`src/rtl/cm_pkg.sv`:
```
// Shared typedefs and helpers for the lib_cm delay-line and pipeline blocks.
package cm_pkg;

   typedef enum logic [0:0] {SHREG_RST_NONE, SHREG_RST_ALL} t_shreg_rst;

   typedef enum logic [0:0] {PIPE_RST_VLD, PIPE_RST_ALL} t_pipe_rst;

   // Occupancy counter width; a bypass pipe still exposes a 1-bit count.
   function automatic int unsigned pipe_occ_width(input int unsigned len);
      return (len == 0) ? 1 : $clog2(len + 1);
   endfunction

endpackage

```
`src/rtl/cm_pipe_stage.sv`:
```
// One elastic pipeline stage: valid flag plus payload, loaded when i_en is high.
module cm_pipe_stage
   import cm_pkg::*;
#(
   parameter type       DTYPE    = logic [7:0],
   parameter t_pipe_rst RST_MODE = PIPE_RST_VLD
) (
   input  logic i_clk,
   input  logic i_rst_n,
   input  logic i_en,
   input  logic i_vld,
   input  DTYPE i_data,
   output logic o_vld,
   output DTYPE o_data
);

   logic vld_q, vld_d;
   DTYPE data_q, data_d;

   // Payload only moves with a valid item so bubbles do not toggle the register.
   always_comb begin
      vld_d  = i_en ? i_vld : vld_q;
      data_d = (i_en && i_vld) ? i_data : data_q;
   end

   always_ff @(posedge i_clk) begin
      if (!i_rst_n) begin
         vld_q <= 1'b0;
         if (RST_MODE == PIPE_RST_ALL) data_q <= '0;
      end else begin
         vld_q  <= vld_d;
         data_q <= data_d;
      end
   end

   assign o_vld  = vld_q;
   assign o_data = data_q;

endmodule

```
`src/rtl/cm_pipe_elastic.sv`:
```
// Elastic valid/ready pipeline of LEN stages with collapsing bubbles; LEN = 0 is a wire.
// Define CM_PIPE_ELASTIC_OCC_EN to add the o_occ occupancy output.
module cm_pipe_elastic
   import cm_pkg::*;
#(
   parameter int unsigned LEN      = 2,
   parameter type         DTYPE    = logic [7:0],
   parameter t_pipe_rst   RST_MODE = PIPE_RST_VLD
) (
   input  logic i_clk,
   input  logic i_rst_n,
   input  logic i_vld,
   output logic o_rdy,
   input  DTYPE i_data,
   output logic o_vld,
   input  logic i_rdy,
   output DTYPE o_data
`ifdef CM_PIPE_ELASTIC_OCC_EN
   ,
   output logic [pipe_occ_width(LEN)-1:0] o_occ
`endif
);

   generate
      if (LEN == 0) begin : g_bypass
         logic unused_clk_rst;
         assign unused_clk_rst = i_clk ^ i_rst_n;
         assign o_vld  = i_vld;
         assign o_data = i_data;
         assign o_rdy  = i_rdy;
`ifdef CM_PIPE_ELASTIC_OCC_EN
         assign o_occ  = '0;
`endif
      end else begin : g_pipe
         logic [LEN-1:0] stg_vld;
         DTYPE           stg_data [LEN];

         for (genvar k = 0; k < LEN; k++) begin : g_stage
            logic en;
            logic prev_vld;
            DTYPE prev_data;

            if (k == 0) begin : g_head
               assign prev_vld  = i_vld;
               assign prev_data = i_data;
            end else begin : g_link
               assign prev_vld  = stg_vld[k-1];
               assign prev_data = stg_data[k-1];
            end

            // A stage may load if it is empty or everything ahead of it can move.
            if (k == LEN - 1) begin : g_tail
               assign en = !stg_vld[k] || i_rdy;
            end else begin : g_mid
               assign en = !stg_vld[k] || g_stage[k+1].en;
            end

            cm_pipe_stage #(
               .DTYPE    (DTYPE),
               .RST_MODE (RST_MODE)
            ) u_stage (
               .i_clk   (i_clk),
               .i_rst_n (i_rst_n),
               .i_en    (en),
               .i_vld   (prev_vld),
               .i_data  (prev_data),
               .o_vld   (stg_vld[k]),
               .o_data  (stg_data[k])
            );
         end

         // Gate with reset so the handshake is quiet before the clearing edge.
         assign o_vld  = stg_vld[LEN-1] && i_rst_n;
         assign o_data = stg_data[LEN-1];
         assign o_rdy  = g_stage[0].en && i_rst_n;

`ifdef CM_PIPE_ELASTIC_OCC_EN
         localparam int unsigned OCC_W = pipe_occ_width(LEN);
         assign o_occ = OCC_W'($countones(stg_vld));
`endif
      end
   endgenerate

endmodule
```
`config.mk`:
```
export PLATFORM = sky130hd
export DESIGN_NAME = cm_pipe_elastic
export DESIGN_NICKNAME = d
export VERILOG_FILES = /design/src/rtl/cm_pkg.sv /design/src/rtl/cm_pipe_stage.sv /design/src/rtl/cm_pipe_elastic.sv
export SDC_FILE = /design/constraint.sdc
export NUM_CORES = 1
export LEC_CHECK = 0
export BUFFER_PORTS_ARGS = -buffer_cell sky130_fd_sc_hd__buf_2
export CORE_MARGIN = 8
export CORE_UTILIZATION = 44
export CTS_CLUSTER_DIAMETER = 80
export DETAILED_ROUTE_END_ITERATION = 10
export PLACE_DENSITY = 0.73
export SLEW_MARGIN = 25
export SYNTH_ARGS = -nofsm -noshare
export SYNTH_HDL_FRONTEND = slang
export SYNTH_SLANG_ARGS = --single-unit
```
`constraint.sdc`:
```
create_clock -name i_clk -period 1.59 [get_ports i_clk]
set_input_delay 0.159 -clock i_clk [delete_from_list [all_inputs] [get_ports i_clk]]
set_output_delay 0.159 -clock i_clk [all_outputs]
set_load 0.01 [all_outputs]
```
==> results.toml, run 1 <==
[run_status]
status = "finished, final reports clean"

[synth]
synthCells = 28
netlist_top_cells_area = "edfxtp_1, dfxtp_1, nor2b_4, a21boi_1, nand2_1"
ys_seq_elements = 18
syn_nets = 40
syn_avg_cell_area_um2 = 20.8
ys_types = 11
yosysSeqAreaShare_pct = 89.3
syn_area_um2 = 583
yosys.area.top_type_share_pct = 82.4
yosysWarningCount = 0
yosys.area.top_type = "edfxtp_1"

[power_and_ir_drop]
power_density_nw_per_um2 = 1080
peakVddDrop_mv = 0.659
power.leakage_nw = 0.298
power_mw = 0.809

[die]
core_um2 = 1270
start_util_pct = 46.0
fp.dieH_um = 52.4
num_rows = 13
die_area_um2 = 2750
die_x_um = 52.4
ios = 22

[final_layout]
nets = 68
drive_gt1_share_pct = 49.1
antenna_cells = 0
utilization_pct = 59.0
fillerInstances = 104
syn_to_final_growth_pct = 28.3
fin_cells = 70

[global_routing]
grt_pass1_wl_um = 1310
grt_pass1_vias = 317
grt_usage_pct = 6.42
antenna_found_initial = 0
grt-ovfl-total = 0
grt_max_degree = 11

[clock_tree]
cts_hold_buf = 0
cts_buffers = 3
cts-root-buf = "clkbuf_4"
clk_pin_slew_ns = 0.10
postCtsSetupRepairBufs = 0
cts_tree = "yes"
cts_sinks = 18
clockBufferDepth = 2
ctsHtreeMaxLevel = 1
cts_resized = 0
insertion_delay_ns = 0.28

[sta]
setup_viol = 0
worstMarginPinSlew_ns = 0.132
fin_crit_ns = 1.17
max_slew_margin_pct = 91.2
fin_skew_ns = 0.00761
hold_ws_ns = 0.0398
slew_viol_final = 0
fin_setup_tns_ns = 0
rsz0062_at_grt = "no"
hold_viol_final = 0
finalCritPeriodShare_pct = 73.6
timing.fmax_mhz = 855

[setup_path]
path_class = "register to primary output"
crit_arrival_ns = 1.01
critPathCaptureType = "primary output"
critical_path.max_fanout = 4
critPathLaunchType = "register"
cp.required_ns = 1.43

[placement]
dp.cells = 66
place.gp.congestion = 0.655
portBuffers = 21

[detailed_routing]
wl_um = 820
post_drt_wl_per_cell_um = 11.7
vias = 305
drc = 0
drtIter0Drc = 4
drt-pass1-iter-count = 2
viasPerCell = 4.36
drtAntennaViolNets = 0

[worst_hold_path]
hold_path_class = "input port to register"

[run]
cap_violations = 0
-- logic make-up (layout without fill, tap and decap cells) --
logic type | count (synthesis) | count (layout) | synth area share, %
and+or+nand+nor | 6 | 6 | 6.44
DFF | 18 | 18 | 89.3
AOI/OAI and AO/OA | 4 | 4 | 4.29
buffers and inverters | 0 | 27 | 0
-- power breakdown --
part / total [mW] / switching (mW) / internal, mW
logic: 0.0458 / 0.0227 / 0.0231
registers: 0.539 / 0.00511 / 0.534
clock network: 0.224 / 0.127 / 0.0974
total: 0.809 / 0.155 / 0.654
-- per-layer routing --
layer	share of wire (%)	vias up	global-route usage [%]	wire length, um
met3	13	0	3.69	109
li1	-	161	-	-
met4	0	0	5.17	0
met2	41	17	7.91	337
met1	46	127	7.80	374
met5	0	-	0	0
-- worst max-delay path, stage by stage (launching register included) --
cell      delay [ns]
dfxtp_1         0.35
nor2b_4         0.17
a21boi_1        0.07
buf_2           0.14
-- state kept, by name, summed over array words and instances (netlist names) --
signal / cells
g_pipe.g_stage.u_stage.o_vld: 2
g_pipe.g_stage.u_stage.o_data: 16
-- cell usage in the layout (no fill, tap or decap), drive strengths merged --
cell type and count:
nand2 2, nor2 1, clkbuf 4, a21boi 1, a21oi 1, edfxtp 16, o21ai 1, nand2b 1
o21a 1, buf 23, and2 1, nor2b 1, dfxtp 2
-- cell type report --
type	instances	area, um2	area share (%)
Sequential cell	18	520	69.6
Multi-Input combinational cell	10	62.6	8.36
Timing Repair Buffer	23	120	16.1
Clock buffer	4	26.3	3.51
Tap cell	15	18.8	2.51
-- stage by stage --
step / cell area [um2] / worst slack, ns
2_1_floorplan: 583 / 0.324
3_3_place_gp: 722 / 0.559
3_5_place_dp: 722 / 0.543
4_1_cts: 748 / 0.399
5_1_grt: 748 / 0.324
6_report: 748 / 0.420
-- final timing paths --
check | startpoint | end | slack, ns | depth (start not counted)
worst max-delay path | g_pipe.g_stage[1].u_stage.o_vld$_SDFFE_PN0P_ | o_rdy | 0.42 | 3
worst min-delay path | i_data[6] | g_pipe.g_stage[0].u_stage.o_data[6]$_DFFE_PP_ | 0.04 | 1
worst max register to register | g_pipe.g_stage[1].u_stage.o_vld$_SDFFE_PN0P_ | g_pipe.g_stage[0].u_stage.o_data[2]$_DFFE_PP_ | 0.54 | 3
worst min register to register | g_pipe.g_stage[0].u_stage.o_data[4]$_DFFE_PP_ | g_pipe.g_stage[1].u_stage.o_data[4]$_DFFE_PP_ | 0.43 | 0
-- synth_stat cells --
library cell	number
a21boi_1	1
nor2b_4	1
nor2_1	1
edfxtp_1	16
nand2b_1	1
a21oi_1	1
dfxtp_1	2
nand2_1	2
o21ai_1	1
and2_1	1
o21a_1	1
(Power assumes the default switching activity.)
==> run 2: changes to the inputs <==
==> constraint.sdc (replaced) <==
create_clock -name i_clk -period 1.2 [get_ports i_clk]
set_input_delay 0.12 -clock i_clk [delete_from_list [all_inputs] [get_ports i_clk]]
set_output_delay 0.12 -clock i_clk [all_outputs]
set_load 0.01 [all_outputs]
==> run 2 against run 1 <==
Clock skew decreased by 0.0057 ns. Combinational power increased by 63%. Wire length increased by 12%. Critical endpoint unchanged. Clock-buffer cell count unchanged. Largest cell class unchanged. Largest power group unchanged. Via count increased by 6.9%.
==> results.toml, run 2 (same netlist as run 1, synthesis figures left out) <==
[setup_path]
critPathCaptureType = "primary output"
r2r_cells = 2
slowest_delay_ns = 0.35
crit_cells = 3
critical_path.max_fanout = 4
critical-path-slowest-cell = "dfxtp_2"
critPathLaunchType = "register"
crit_end = "o_rdy"
worst-path-buf-inv = 1
cpLargestDelayFamily = "flip-flops"
reg2reg_to = "g_pipe.g_stage[0].u_stage.o_data[1]$_DFFE_PP_"
crit_arrival_ns = 1.05
crit_chain = "nor2b_4, a21boi_1, buf_2"
worstReg2RegStart = "g_pipe.g_stage[1].u_stage.o_vld$_SDFFE_PN0P_"
r2r_slack_ns = 0.13
cp-startpoint = "g_pipe.g_stage[1].u_stage.o_vld$_SDFFE_PN0P_"
path_class = "register to primary output"
cp.required_ns = 1.08

[placement]
place.gp.congestion = 0.604
portBuffers = 21
postPlaceCellArea_um2 = 718

[detailed_routing]
drc = 0
viasPerCell = 4.41
vias = 326
drt-pass1-iter-count = 3
drtIter0Drc = 8
post_drt_wl_per_cell_um = 12.4
wl_um = 920
drtAntennaViolNets = 0

[worst_hold_path]
hold_path_class = "input port to register"
worstHoldStart = "i_data[3]"

[run_status]
status = "finished, final reports clean"

[sta]
max_slew_margin_pct = 81.3
fin_crit_ns = 1.17
fin_setup_tns_ns = 0
worstMarginPinSlew_ns = 0.280
setup_viol = 0
slew_viol_final = 0
hold_viol_final = 0
rsz0062_at_grt = "yes"
timing.fmax_mhz = 855
fin_skew_ns = 0.00193
finalCritPeriodShare_pct = 97.4

[final_layout]
antenna_cells = 0
largest_reg_flops = 16
layout_commonest_cell = "buf_2"
utilization_pct = 63.3
nets = 72
drive_gt1_share_pct = 47.5
most-common-layout-cells = "buf_2, edfxtp_1, dlygate4sd3_1"
syn_to_final_growth_pct = 37.8
final_area_um2 = 803

[die]
core_um2 = 1270
die_area_um2 = 2750
ios = 22
die_x_um = 52.4
fp.dieH_um = 52.4
num_rows = 13
start_util_pct = 46.0

[clock_tree]
ctsHtreeMaxLevel = 1
clockBufferDepth = 2
cts-root-buf = "clkbuf_4"
clk_pin_slew_ns = 0.09
insertion_delay_ns = 0.28
cts_sinks = 18
cts_buffers = 3
cts_tree = "yes"

[power_and_ir_drop]
power_density_nw_per_um2 = 1340
peakVddDrop_mv = 0.751
power_mw = 1.08
power.leakage_nw = 0.315

[run]
cap_violations = 0

[global_routing]
grt_max_degree = 11
grt_pass1_vias = 302
grt_usage_pct = 6.60
antenna_found_initial = 0
grt-ovfl-total = 0
grt_pass1_wl_um = 1280
[run 2: cell types whose count changed in the layout (fill, tap and decap cells not counted)]
cell,change
a21oi_4,+1
dlygate4sd3_1,+5
dfxtp_1,-1
dfxtp_2,+1
a21oi_1,-1
buf_4,-1
[run 2: final cells by class]
type / count / area, um2
well taps: 15 / 18.8
flip-flops and latches: 18 / 522
clock buffers: 4 / 26.3
repair buffers: 27 / 163
fillers: 90 / 465
multi-input cells: 10 / 73.8
[run 2: per-layer routing]
layer	wire length (um)	global-route usage (%)	vias to the layer above	part of all wire, %
li1	-	-	166	-
met1	344	6.97	137	37
met5	0	0	-	0
met3	102	1.70	5	11
met4	43	9.05	0	4.7
met2	429	9.09	18	47
[run 2: worst min-delay path by stage]
stage | endpoint | slack [ns] | cells after the start
3_5_place_dp | g_pipe.g_stage[0].u_stage.o_data[4]$_DFFE_PP_ | 0.30 | 1
6_report | g_pipe.g_stage[0].u_stage.o_data[3]$_DFFE_PP_ | 0.01 | 1
4_1_cts | g_pipe.g_stage[0].u_stage.o_data[4]$_DFFE_PP_ | 0.003 | 1
2_1_floorplan | g_pipe.g_stage[0].u_stage.o_data[0]$_DFFE_PP_ | 0.22 | 0
3_3_place_gp | g_pipe.g_stage[0].u_stage.o_data[3]$_DFFE_PP_ | 0.30 | 1
5_1_grt | g_pipe.g_stage[0].u_stage.o_data[3]$_DFFE_PP_ | 0.004 | 1
[run 2: report_power, final]
| part | switching [mW] | internal (mW) | total, mW | leakage (nW) |
|---|---|---|---|---|
| Sequential | 0.00799 | 0.707 | 0.715 | 0.165 |
| Combinational | 0.0343 | 0.0404 | 0.0746 | 0.135 |
| Clock | 0.158 | 0.129 | 0.287 | 0.0150 |
[run 2: repair_timing]
action / 4_1_cts / 5_1_grt
hold endpoints to repair: 0 / 5
buffers inserted: 0 / 0
resized for setup: 0 / 2
setup endpoints to repair: 0 / 9
hold buffers: 0 / 5
[run 2: worst register-to-register path, delay by kind of cell, from the launching register on]
family | cells | cell delay [ns]
DFF | 1 | 0.34
AOI/OAI and AO/OA | 1 | 0.28
and+or+nand+nor | 1 | 0.14
[run 2: through the flow]
step	hold WS [ns]	setup slack (ns)	instances
floorplan	0.219	0.0172	28
global placement	0.298	0.0702	65
detailed placement	0.298	0.0206	65
CTS	0.00281	0.00934	69
global route	0.00362	-0.0252	74
finish	0.0134	0.0309	74
==> run 3: changes to the inputs <==
--- a/config.mk
+++ b/config.mk
@@ -11,6 +11,7 @@
 export CTS_CLUSTER_DIAMETER = 80
 export DETAILED_ROUTE_END_ITERATION = 10
 export PLACE_DENSITY = 0.73
+export REMOVE_ABC_BUFFERS = 1
 export SLEW_MARGIN = 25
 export SYNTH_ARGS = -nofsm -noshare
 export SYNTH_HDL_FRONTEND = slang
==> run 3 against run 2 <==
First-iteration DRC count down 50%. Fmax up 4.1%. Via count up 2.5%. Cell count up 4.1%. Critical endpoint unchanged. Clock power up 4%. Critical path depth unchanged. Combinational power up 7.1%. Sequential share of layout area down 1.3 points. Die area unchanged.
==> results.toml, run 3 (same netlist as run 1, synthesis figures left out) <==
[run_status]
status = "finished, final reports clean"

[clock_tree]
insertion_delay_ns = 0.29
postCtsSetupRepairBufs = 0
ctsHtreeMaxLevel = 1
cts_tree = "yes"
clockBufferDepth = 2
clk_pin_slew_ns = 0.09
cts_sinks = 18
cts_buffers = 3
cts-root-buf = "clkbuf_4"

[sta]
rsz0062_at_grt = "no"
fin_setup_tns_ns = 0
hold_viol_final = 0
fin_skew_ns = 0.00732
finalCritPeriodShare_pct = 93.6
slew_viol_final = 0
worstMarginPinSlew_ns = 0.134
max_slew_margin_pct = 91.0
fin_crit_ns = 1.12
setup_viol = 0
timing.fmax_mhz = 890

[setup_path]
critPathCaptureType = "primary output"
slowest_delay_ns = 0.33
critical_path.max_fanout = 4
crit_arrival_ns = 1.00
cp.required_ns = 1.08
reg2reg_to = "g_pipe.g_stage[0].u_stage.o_data[2]$_DFFE_PP_"
worstReg2RegStart = "g_pipe.g_stage[1].u_stage.o_vld$_SDFFE_PN0P_"
r2r_cells = 3
critPathLaunchType = "register"
path_class = "register to primary output"
r2r_slack_ns = 0.15
crit_chain = "nor2b_4, a21boi_1, buf_2"
critical-path-slowest-cell = "dfxtp_2"

[global_routing]
antenna_found_initial = 0
grt_max_degree = 11
grt_pass1_vias = 347
grt_usage_pct = 7.99
grt_pass1_wl_um = 1570
grt-ovfl-total = 0

[placement]
dp.cells = 66
place.gp.congestion = 0.655
portBuffers = 21
postPlaceCellArea_um2 = 722

[detailed_routing]
viasPerCell = 4.34
drc = 0
drt-pass1-iter-count = 3
drtIter0Drc = 4
wl_um = 1020
drtAntennaViolNets = 0
vias = 334
post_drt_wl_per_cell_um = 13.2

[power_and_ir_drop]
power.leakage_nw = 0.328
power_mw = 1.09
power_density_nw_per_um2 = 1330
peakVddDrop_mv = 0.875

[final_layout]
nets = 75
most-common-layout-cells = "buf_2, edfxtp_1, dlygate4sd3_1"
fillerInstances = 96
fin_cells = 77
antenna_cells = 0
layout_commonest_cell = "buf_2"
largest_reg_flops = 16
drive_gt1_share_pct = 45.2
final_area_um2 = 820
syn_to_final_growth_pct = 40.6
utilization_pct = 64.6

[die]
core_um2 = 1270
fp.dieH_um = 52.4
die_x_um = 52.4
num_rows = 13
die_area_um2 = 2750
ios = 22
start_util_pct = 46.0

[worst_hold_path]
hold_path_class = "input port to register"
worstHoldStart = "i_data[4]"
min_to = "g_pipe.g_stage[0].u_stage.o_data[4]$_DFFE_PP_"
holdPathStages = 1

[run]
cap_violations = 0
==> run 3: cell count changes in the layout (fill, tap and decap cells not counted) <==
cell and change:
buf_4 +1, a21oi_4 -1, a21oi_1 +1, dlygate4sd3_1 +2
==> run 3: critical path: cells and delay by family, from the launching register on <==
kind | cells | cell delay, ns
flip-flops | 1 | 0.33
buffers and inverters | 1 | 0.14
AND/OR/NAND/NOR | 1 | 0.13
AO/OA/AOI/OAI | 1 | 0.12
==> run 3: per-stage QoR <==
step	setup slack, ns	hold slack (ns)
after floorplan	-0.0656	0.219
after global placement	0.169	0.297
after detailed placement	0.153	0.298
after CTS	0.0480	0.00886
after global routing	0.0114	0.00360
final	0.0769	0.0180
==> run 3: worst max-delay path by stage <==
| stage | slack, ns | end | start |
|---|---|---|---|
| floorplan | -0.07 | g_pipe.g_stage[0].u_stage.o_data[0]$_DFFE_PP_ | g_pipe.g_stage[1].u_stage.o_vld$_SDFFE_PN0P_ |
| finish | 0.08 | o_rdy | g_pipe.g_stage[1].u_stage.o_vld$_SDFFE_PN0P_ |
| detailed placement | 0.15 | g_pipe.g_stage[0].u_stage.o_data[0]$_DFFE_PP_ | g_pipe.g_stage[1].u_stage.o_vld$_SDFFE_PN0P_ |
| global route | 0.01 | o_rdy | g_pipe.g_stage[1].u_stage.o_vld$_SDFFE_PN0P_ |
| global placement | 0.17 | g_pipe.g_stage[0].u_stage.o_data[1]$_DFFE_PP_ | g_pipe.g_stage[1].u_stage.o_vld$_SDFFE_PN0P_ |
| CTS | 0.05 | o_rdy | g_pipe.g_stage[1].u_stage.o_vld$_SDFFE_PN0P_ |
==> run 3: layer usage <==
layer / vias up / GRT usage, % / wire [um]
met3: 0 / 4.26 / 133
met2: 17 / 12.3 / 493
met5: - / 0 / 0
met1: 142 / 8.31 / 391
met4: 0 / 5.17 / 0
li1: 175 / - / -
==> run 3: timing repair <==
| item | in CTS | in global routing |
|---|---|---|
| hold buffers | 6 | 1 |
| resized for setup | 0 | 1 |
| setup endpoints to repair | 0 | 1 |
| hold endpoints to repair | 6 | 1 |
==> run 3: cell type report <==
type | count | area [um2] | area share, %
multi-input combinational | 10 | 62.6 | 7.63
clock buffer | 4 | 26.3 | 3.21
sequential | 18 | 522 | 63.7
timing repair buffer | 30 | 190 | 23.2
tap | 15 | 18.8 | 2.29
==> run 3: report_power, final <==
part,total (mW),switching [mW],internal [mW]
clock network,0.298,0.169,0.129
logic,0.0799,0.0344,0.0456
registers,0.714,0.00680,0.707
